`src/rtl/scan_chain_driver.sv`:
```
// rtl/scan_chain_driver.sv - Two-phase latch scan chain initiator with load/read word streams
module scan_chain_driver #(
  parameter int CHAIN_LEN = 256,
  parameter int WORD_W    = 16,
  parameter int PHASE_CYC = 2
) (
  input  logic              ref_clk,
  input  logic              reset_bar,
  input  logic              start,
  input  logic [1:0]        op,
  input  logic [WORD_W-1:0] wr_data,
  input  logic              wr_valid,
  output logic              wr_ready,
  output logic [WORD_W-1:0] rd_data,
  output logic              rd_valid,
  input  logic              rd_ready,
  output logic              busy,
  output logic              done,
  output logic              scan_in,
  output logic              phi,
  output logic              phi_bar,
  output logic              capture,
  output logic              update,
  input  logic              scan_out
);

  localparam int CNT_W = $clog2(CHAIN_LEN + 1);
  localparam int PH_W  = $clog2(PHASE_CYC + 1);
  localparam int WB_W  = (WORD_W > 1) ? $clog2(WORD_W) : 1;

  localparam logic [PH_W-1:0]  PH_LAST  = PH_W'(PHASE_CYC - 1);
  localparam logic [CNT_W-1:0] BIT_LAST = CNT_W'(CHAIN_LEN - 1);
  localparam logic [CNT_W-1:0] BIT_END  = CNT_W'(CHAIN_LEN);
  localparam logic [WB_W-1:0]  WB_LAST  = WB_W'(WORD_W - 1);

  typedef enum logic [3:0] {
    S_IDLE,
    S_CAPT,
    S_LOAD,
    S_SETUP,
    S_PHI,
    S_GAP1,
    S_PHIB,
    S_GAP2,
    S_RDWAIT,
    S_UPD,
    S_UGAP,
    S_DONE
  } state_t;

  state_t             state;
  logic [PH_W-1:0]    phase_cnt;
  logic [CNT_W-1:0]   bit_cnt;
  logic [WB_W-1:0]    wbit;
  logic [WORD_W-1:0]  word_sr;
  logic               op_upd;
  logic               phase_last;
  logic [WORD_W-1:0]  word_next;

  assign phase_last = (phase_cnt == PH_LAST);
  assign word_next  = word_sr >> 1;

  always_ff @(posedge ref_clk or negedge reset_bar) begin
    if (!reset_bar) begin
      state     <= S_IDLE;
      phase_cnt <= '0;
      bit_cnt   <= '0;
      wbit      <= '0;
      word_sr   <= '0;
      op_upd    <= 1'b0;
      wr_ready  <= 1'b0;
      rd_data   <= '0;
      rd_valid  <= 1'b0;
      busy      <= 1'b0;
      done      <= 1'b0;
      scan_in   <= 1'b0;
      phi       <= 1'b0;
      phi_bar   <= 1'b0;
      capture   <= 1'b0;
      update    <= 1'b0;
    end else begin
      done <= 1'b0;
      case (state)
        S_IDLE: begin
          if (start) begin
            busy    <= 1'b1;
            op_upd  <= op[1];
            bit_cnt <= '0;
            wbit    <= '0;
            rd_data <= '0;
            if (op[0]) begin
              capture <= 1'b1;
              state   <= S_CAPT;
            end else begin
              wr_ready <= 1'b1;
              state    <= S_LOAD;
            end
          end
        end
        // The capture pair reuses the shift phase sequence with capture held high.
        S_CAPT: begin
          phi       <= 1'b1;
          phase_cnt <= '0;
          state     <= S_PHI;
        end
        S_LOAD: begin
          if (wr_valid) begin
            wr_ready <= 1'b0;
            word_sr  <= wr_data;
            scan_in  <= wr_data[0];
            wbit     <= '0;
            state    <= S_SETUP;
          end
        end
        S_SETUP: begin
          phi       <= 1'b1;
          phase_cnt <= '0;
          state     <= S_PHI;
        end
        S_PHI: begin
          if (phase_last) begin
            phi       <= 1'b0;
            phase_cnt <= '0;
            state     <= S_GAP1;
          end else begin
            phase_cnt <= phase_cnt + PH_W'(1);
          end
        end
        S_GAP1: begin
          if (phase_last) begin
            phi_bar   <= 1'b1;
            phase_cnt <= '0;
            state     <= S_PHIB;
          end else begin
            phase_cnt <= phase_cnt + PH_W'(1);
          end
        end
        S_PHIB: begin
          if (phase_last) begin
            phi_bar   <= 1'b0;
            phase_cnt <= '0;
            state     <= S_GAP2;
          end else begin
            phase_cnt <= phase_cnt + PH_W'(1);
          end
        end
        S_GAP2: begin
          if (!phase_last) begin
            phase_cnt <= phase_cnt + PH_W'(1);
          end else begin
            phase_cnt <= '0;
            if (capture) begin
              capture  <= 1'b0;
              wr_ready <= 1'b1;
              state    <= S_LOAD;
            end else begin
              // Both latch phases have completed, so scan_out now holds this bit's read value.
              rd_data[wbit] <= scan_out;
              bit_cnt       <= bit_cnt + CNT_W'(1);
              if (bit_cnt == BIT_LAST || wbit == WB_LAST) begin
                rd_valid <= 1'b1;
                state    <= S_RDWAIT;
              end else begin
                wbit    <= wbit + WB_W'(1);
                word_sr <= word_next;
                scan_in <= word_next[0];
                state   <= S_SETUP;
              end
            end
          end
        end
        S_RDWAIT: begin
          if (rd_ready) begin
            rd_valid <= 1'b0;
            rd_data  <= '0;
            if (bit_cnt == BIT_END) begin
              if (op_upd) begin
                update <= 1'b1;
                state  <= S_UPD;
              end else begin
                done  <= 1'b1;
                state <= S_DONE;
              end
            end else begin
              wr_ready <= 1'b1;
              state    <= S_LOAD;
            end
          end
        end
        S_UPD: begin
          if (phase_last) begin
            update    <= 1'b0;
            phase_cnt <= '0;
            state     <= S_UGAP;
          end else begin
            phase_cnt <= phase_cnt + PH_W'(1);
          end
        end
        S_UGAP: begin
          if (phase_last) begin
            phase_cnt <= '0;
            done      <= 1'b1;
            state     <= S_DONE;
          end else begin
            phase_cnt <= phase_cnt + PH_W'(1);
          end
        end
        S_DONE: begin
          busy  <= 1'b0;
          state <= S_IDLE;
        end
        default: state <= S_IDLE;
      endcase
    end
  end

endmodule

```
`config.mk`:
```
export PLATFORM = sky130hd
export DESIGN_NAME = scan_chain_driver
export DESIGN_NICKNAME = d
export VERILOG_FILES = /design/src/rtl/scan_chain_driver.sv
export SDC_FILE = /design/constraint.sdc
export NUM_CORES = 1
export LEC_CHECK = 0
export CORE_MARGIN = 4
export CORE_UTILIZATION = 45
export CTS_CLUSTER_DIAMETER = 150
export DETAILED_ROUTE_END_ITERATION = 10
export PLACE_DENSITY = 0.68
export REMOVE_ABC_BUFFERS = 1
export SETUP_SLACK_MARGIN = 0.05
export SLEW_MARGIN = 20
export SYNTH_ARGS = -nofsm -noshare
export SYNTH_HDL_FRONTEND = slang
export SYNTH_SLANG_ARGS = --single-unit
export TNS_END_PERCENT = 1
```
`constraint.sdc`:
```
create_clock -name ref_clk -period 4.2 [get_ports ref_clk]
set_input_delay 1.26 -clock ref_clk [delete_from_list [all_inputs] [get_ports ref_clk]]
set_output_delay 1.26 -clock ref_clk [all_outputs]
set_load 0.01 [all_outputs]
```
## Word-level counts from Yosys, hierarchy flattened

Cells that the tools add are included.

| operators by class | value |
|---|---|
| $add $sub $neg | 3 |
| $lt $le $gt $ge | 2 |
| equal/unequal tests | 33 |
| multiplexer cells | 76 |
| reduce and logical (&&, ||, !) cells | 29 |

Operators with widths:

| kind | number |
|---|---|
| $mux 16 | 8 |
| $mux 4 | 17 |
| $pmux 16 s3 | 1 |
| $pmux 4 s10 | 1 |
| $ne 2x2->1 const B | 18 |
| $pmux 16 s2 | 1 |
| $mux 1 | 28 |
| $mux 9 | 3 |
| $eq 4x4->1 const B | 5 |
| $reduce_and 5->1 | 4 |
| $pmux 9 s2 | 1 |
| $bwmux 16 | 1 |
| $eq 4x3->1 const B | 4 |
| $pmux 1 s2 | 8 |
| $reduce_bool 2->1 | 8 |
| $pmux 4 s3 | 1 |
| $add 9x1->9 const B | 1 |
| $eq 9x8->1 const B | 1 |
| $eq 9x9->1 const B | 1 |
| $reduce_and 9->1 | 1 |
| $eq 4x2->1 const B | 2 |
| $reduce_and 4->1 | 2 |
| $reduce_and 8->1 | 1 |
| $mux 2 | 3 |
| 19 further kinds | 22 |

| word-level totals | value |
|---|---|
| register bits after elaboration | 61 |
| bits of input ports | 24 |

## Depth between registers and ports, before layout

| logic depth | value |
|---|---|
| depth in word-level cells | 8 |
| gate-level depth with buffers | 9 |

## Least setup slack after synthesis

Ideal clock, no wire load.

| timing path | value |
|---|---|
| path kind | input to register |
| start | input port start |
| end | register state[0] |
| arrival time | 2,377 ps |
| setup slack | 1,696 ps |
| stages | 4 |
| buffers on the path | 0 |
| cells stage by stage | inv_1 > a222oi_1 > nand3_1 > mux2_1 |

| on the way | value |
|---|---|
| cells in the longest elaborated chain, start to end | 2 |

Ends and longest elaborated chain:

| element | RTL line | text |
|---|---|---|
| start, declared | 9 | `input logic start,` |
| $ne 2x2->1 (no source line) | - |  |
| $reduce_and 9->1 (no source line) | - |  |
| end signal, assigned | 65 | `state <= S_IDLE;` |
| end signal, assigned | 93 | `state <= S_CAPT;` |
| end signal, assigned | 96 | `state <= S_LOAD;` |
| end, declared | 51 | `state_t state;` |

Every way passes these cells.
A chain may end at the register's enable or synchronous reset.

## Final worst setup path

Same ends and word-level chain as after synthesis.

==> qor.csv <==
stage;metric;value;unit
status;status;finished clean;
sta;clk_skew;0.00720;ns
sta;Slew headroom;36.3;%
global_route;largest net degree at the start of global routing;43;
power_and_ir_drop;worst vdd ir;0.269;mV
cts;CTS root buffer;clkbuf_8;
finish;most common cell after layout, fill and taps aside;dfrtp_1;
flow_run;max_cap viols;0;
power_and_ir_drop;total power;2.79;mW
yosys;EDFF count, synth;0;
yosys;netlist area before placement;3500;um^2
power_and_ir_drop;Static Leakage;1.73;nW
yosys;top cells by area, synth;dfrtp_1 (43%), mux2i_1 (5.7%), o21ai_0 (4.0%);
yosys;Cells after Synth;374;
yosys;register area share after synthesis;42.9;%
placement;RD Place Congestion;0.851;
routing;Routed Antenna Nets;0;
finish;Post-layout nets;441;
yosys;Synth cell types;57;
finish;commonest non-fill, non-tap cells in the layout;dfrtp_1 (60), clkdlybuf4s50_1 (47), nand2_1 (29), nand3_1 (27), o21ai_0 (27);
sta;endpoints failing hold;0;
cts;Clock Sinks;60;
sta;final slew viol count;0;
yosys;mean cell area of the mapped netlist;9.37;um^2
finish;share of layout cells above drive strength 1;8.21;%
finish;Fill cells;662;
worst_setup_path;worst path required time;4.42;ns
routing;Vias/cell;5.79;
cts;latest clock arrival within the worst-skew pair;0.34;ns
finish;P&R area growth vs syn;21.7;%
sta;Tcrit/Tclk final;68.9;%
sta;RSZ-0062 raised after global routing;no;
global_route;gr ovfl total;0;
cts;Post-CTS Setup Inserts;0;
finish;Reg area;1500;um^2
cts;TritonCTS Buffers;9;
cts;deepest clock path buffer count;2;
worst_setup_path;Worst setup SP type;input pin;
placement;I/O Buffers;48;
sta;Peak Freq;345;MHz
yosys;Synth async-reset ratio;100;%
floorplanning;Ports;49;
floorplanning;chip height;96.2;um
cts;clk slew on worst S/H paths;0.07;ns
min_path;Hold Startpoint;word_sr[8];
cts;hold_buf cts;0;
worst_setup_path;crit path capture type;register;
yosys;Synth top area share;42.9;%
placement;post-placement cell count;498;
placement;Final HPWL DP;5550;um
power_and_ir_drop;PwrDens;655;nW/um^2
sta;crit path time final;2.89;ns
sta;Slew @ Worst Pin;0.956;ns
global_route;vias in the first global route;2954;
yosys;Main synth FF type;dfrtp_1;
routing;Vias;2970;
global_route;initial antenna violation count;0;
floorplanning;die area;9260;um^2
floorplanning;number of cell rows;31;
finish;multi-input logic area;1810;um^2
sta;Sum Neg Setup Slack;0;ns
finish;fin cells;513;
routing;DRT Pass-1 Iters;5;
floorplanning;Initial Util;47.3;%
worst_setup_path;Worst EP arrival;3.11;ns
routing;drt drc;0;
cts;TritonCTS clock tree;yes;
min_path;HP Class;register to register;
worst_setup_path;worst r2r src;state[0];
routing;WL/cell;15.9;um
worst_setup_path;maximum fanout along the worst path;23;
finish;Layout Utilization;57.5;%
worst_setup_path;Setup Crit Path Kind;input pin to register;
worst_setup_path;Worst Setup SP;start;
yosys;Synth Register Bits;60;
global_route;gr usage total;19.3;%
routing;final WL;8160;um
yosys;Synth Warn #;0;
finish;ANT cells;0;
floorplanning;core area;7410;um^2
floorplanning;overall die width;96.2;um
cts;post-cts gate resize count;0;
routing;drt initial violations;106;
global_route;global-route wire length before repair;14000;um
cts;H-tree depth;3;
sta;Final Setup Violations;0;
yosys;leading area contributor after synthesis;dfrtp_1;
==> cells by family (layout without fill, tap and decap cells) <==
family / after synthesis / count (layout) / synth area share, %
mux: 23 / 23 / 6.68
fa+ha+maj: 7 / 7 / 2.50
simple gates: 120 / 120 / 18.6
compound gates: 118 / 118 / 23.7
buf+inv: 46 / 86 / 5.64
flops: 60 / 60 / 42.9
==> stage by stage <==
stage                     hold slack (ns)  cell area (um^2)  setup slack [ns]
after detailed placement            0.470              4030             0.984
after global placement              0.461              4030              1.01
after floorplan                     0.450              3370             0.473
after global routing                0.497              4260              1.18
final                               0.482              4260              1.31
after CTS                           0.486              4260              1.33
==> synth_stat cells, types with 3 or more instances <==
master	count
a21oi_1	13
o21ai_0	28
nand2b_1	10
nor4_1	3
buf_2	8
a21o_1	10
nand2_1	29
a31o_2	3
or3_1	3
nand3_1	27
a31oi_1	8
o41ai_1	3
inv_1	16
ha_1	7
o31ai_1	6
o211ai_1	3
a221o_1	5
mux2i_1	20
o2bb2ai_1	13
or4_1	5
dfrtp_1	60
a211o_1	4
and3_1	5
clkbuf_1	18
nor2_1	12
nor4b_1	3
o21ai_1	3
nor2b_1	5
nor3_1	6
==> sequential cells by signal, indices dropped and copies added, names as in the netlist <==
signal and count:
rd_data 16, op_upd 1, phase_cnt 2, word_sr 16, rd_valid 1, wbit 4, wr_ready 1, busy 1
state 4, phi_bar 1, phi 1, capture 1, update 1, bit_cnt 9, done 1
==> cell type report <==
cell class / count / area share (%)
clock buffer: 10 / 3.23
clock inverter: 5 / 2.35
inverter: 16 / 1.41
multi-input combinational: 268 / 42.5
sequential: 60 / 35.2
tap: 99 / 2.91
timing repair buffer: 55 / 12.4
==> power breakdown <==
| group | total (mW) | switching (mW) | internal (mW) |
|---|---|---|---|
| clock | 0.632 | 0.227 | 0.405 |
| combinational | 1.14 | 0.620 | 0.524 |
| sequential | 1.02 | 0.262 | 0.754 |
==> final timing paths <==
path                         endpoint  slack [ns]  cells after the start
max                          state[0]        1.31                      6
min                        word_sr[8]        0.48                      2
max reg2reg                bit_cnt[7]        1.56                      4
min reg2reg                word_sr[8]        0.48                      2
max in group asynchronous    wr_ready        2.45                      2
min in group asynchronous  bit_cnt[5]        1.06                      1
==> layer usage <==
metal / wire length, um / up-vias / global-route usage (%)
met2: 3820 / 86 / 30.5
met3: 467 / 11 / 5.63
met5: 0 / - / 0
li1: - / 1472 / -
met4: 121 / 0 / 6.75
met1: 3750 / 1401 / 25.2
==> worst max-delay path: stages <==
cell             delay [ns]
clkdlybuf4s50_1        0.54
inv_1                  0.11
a222oi_1               0.31
buf_4                  0.31
nand3_1                0.22
mux2_1                 0.36
No activity file was read; power rests on OpenSTA's default activity.
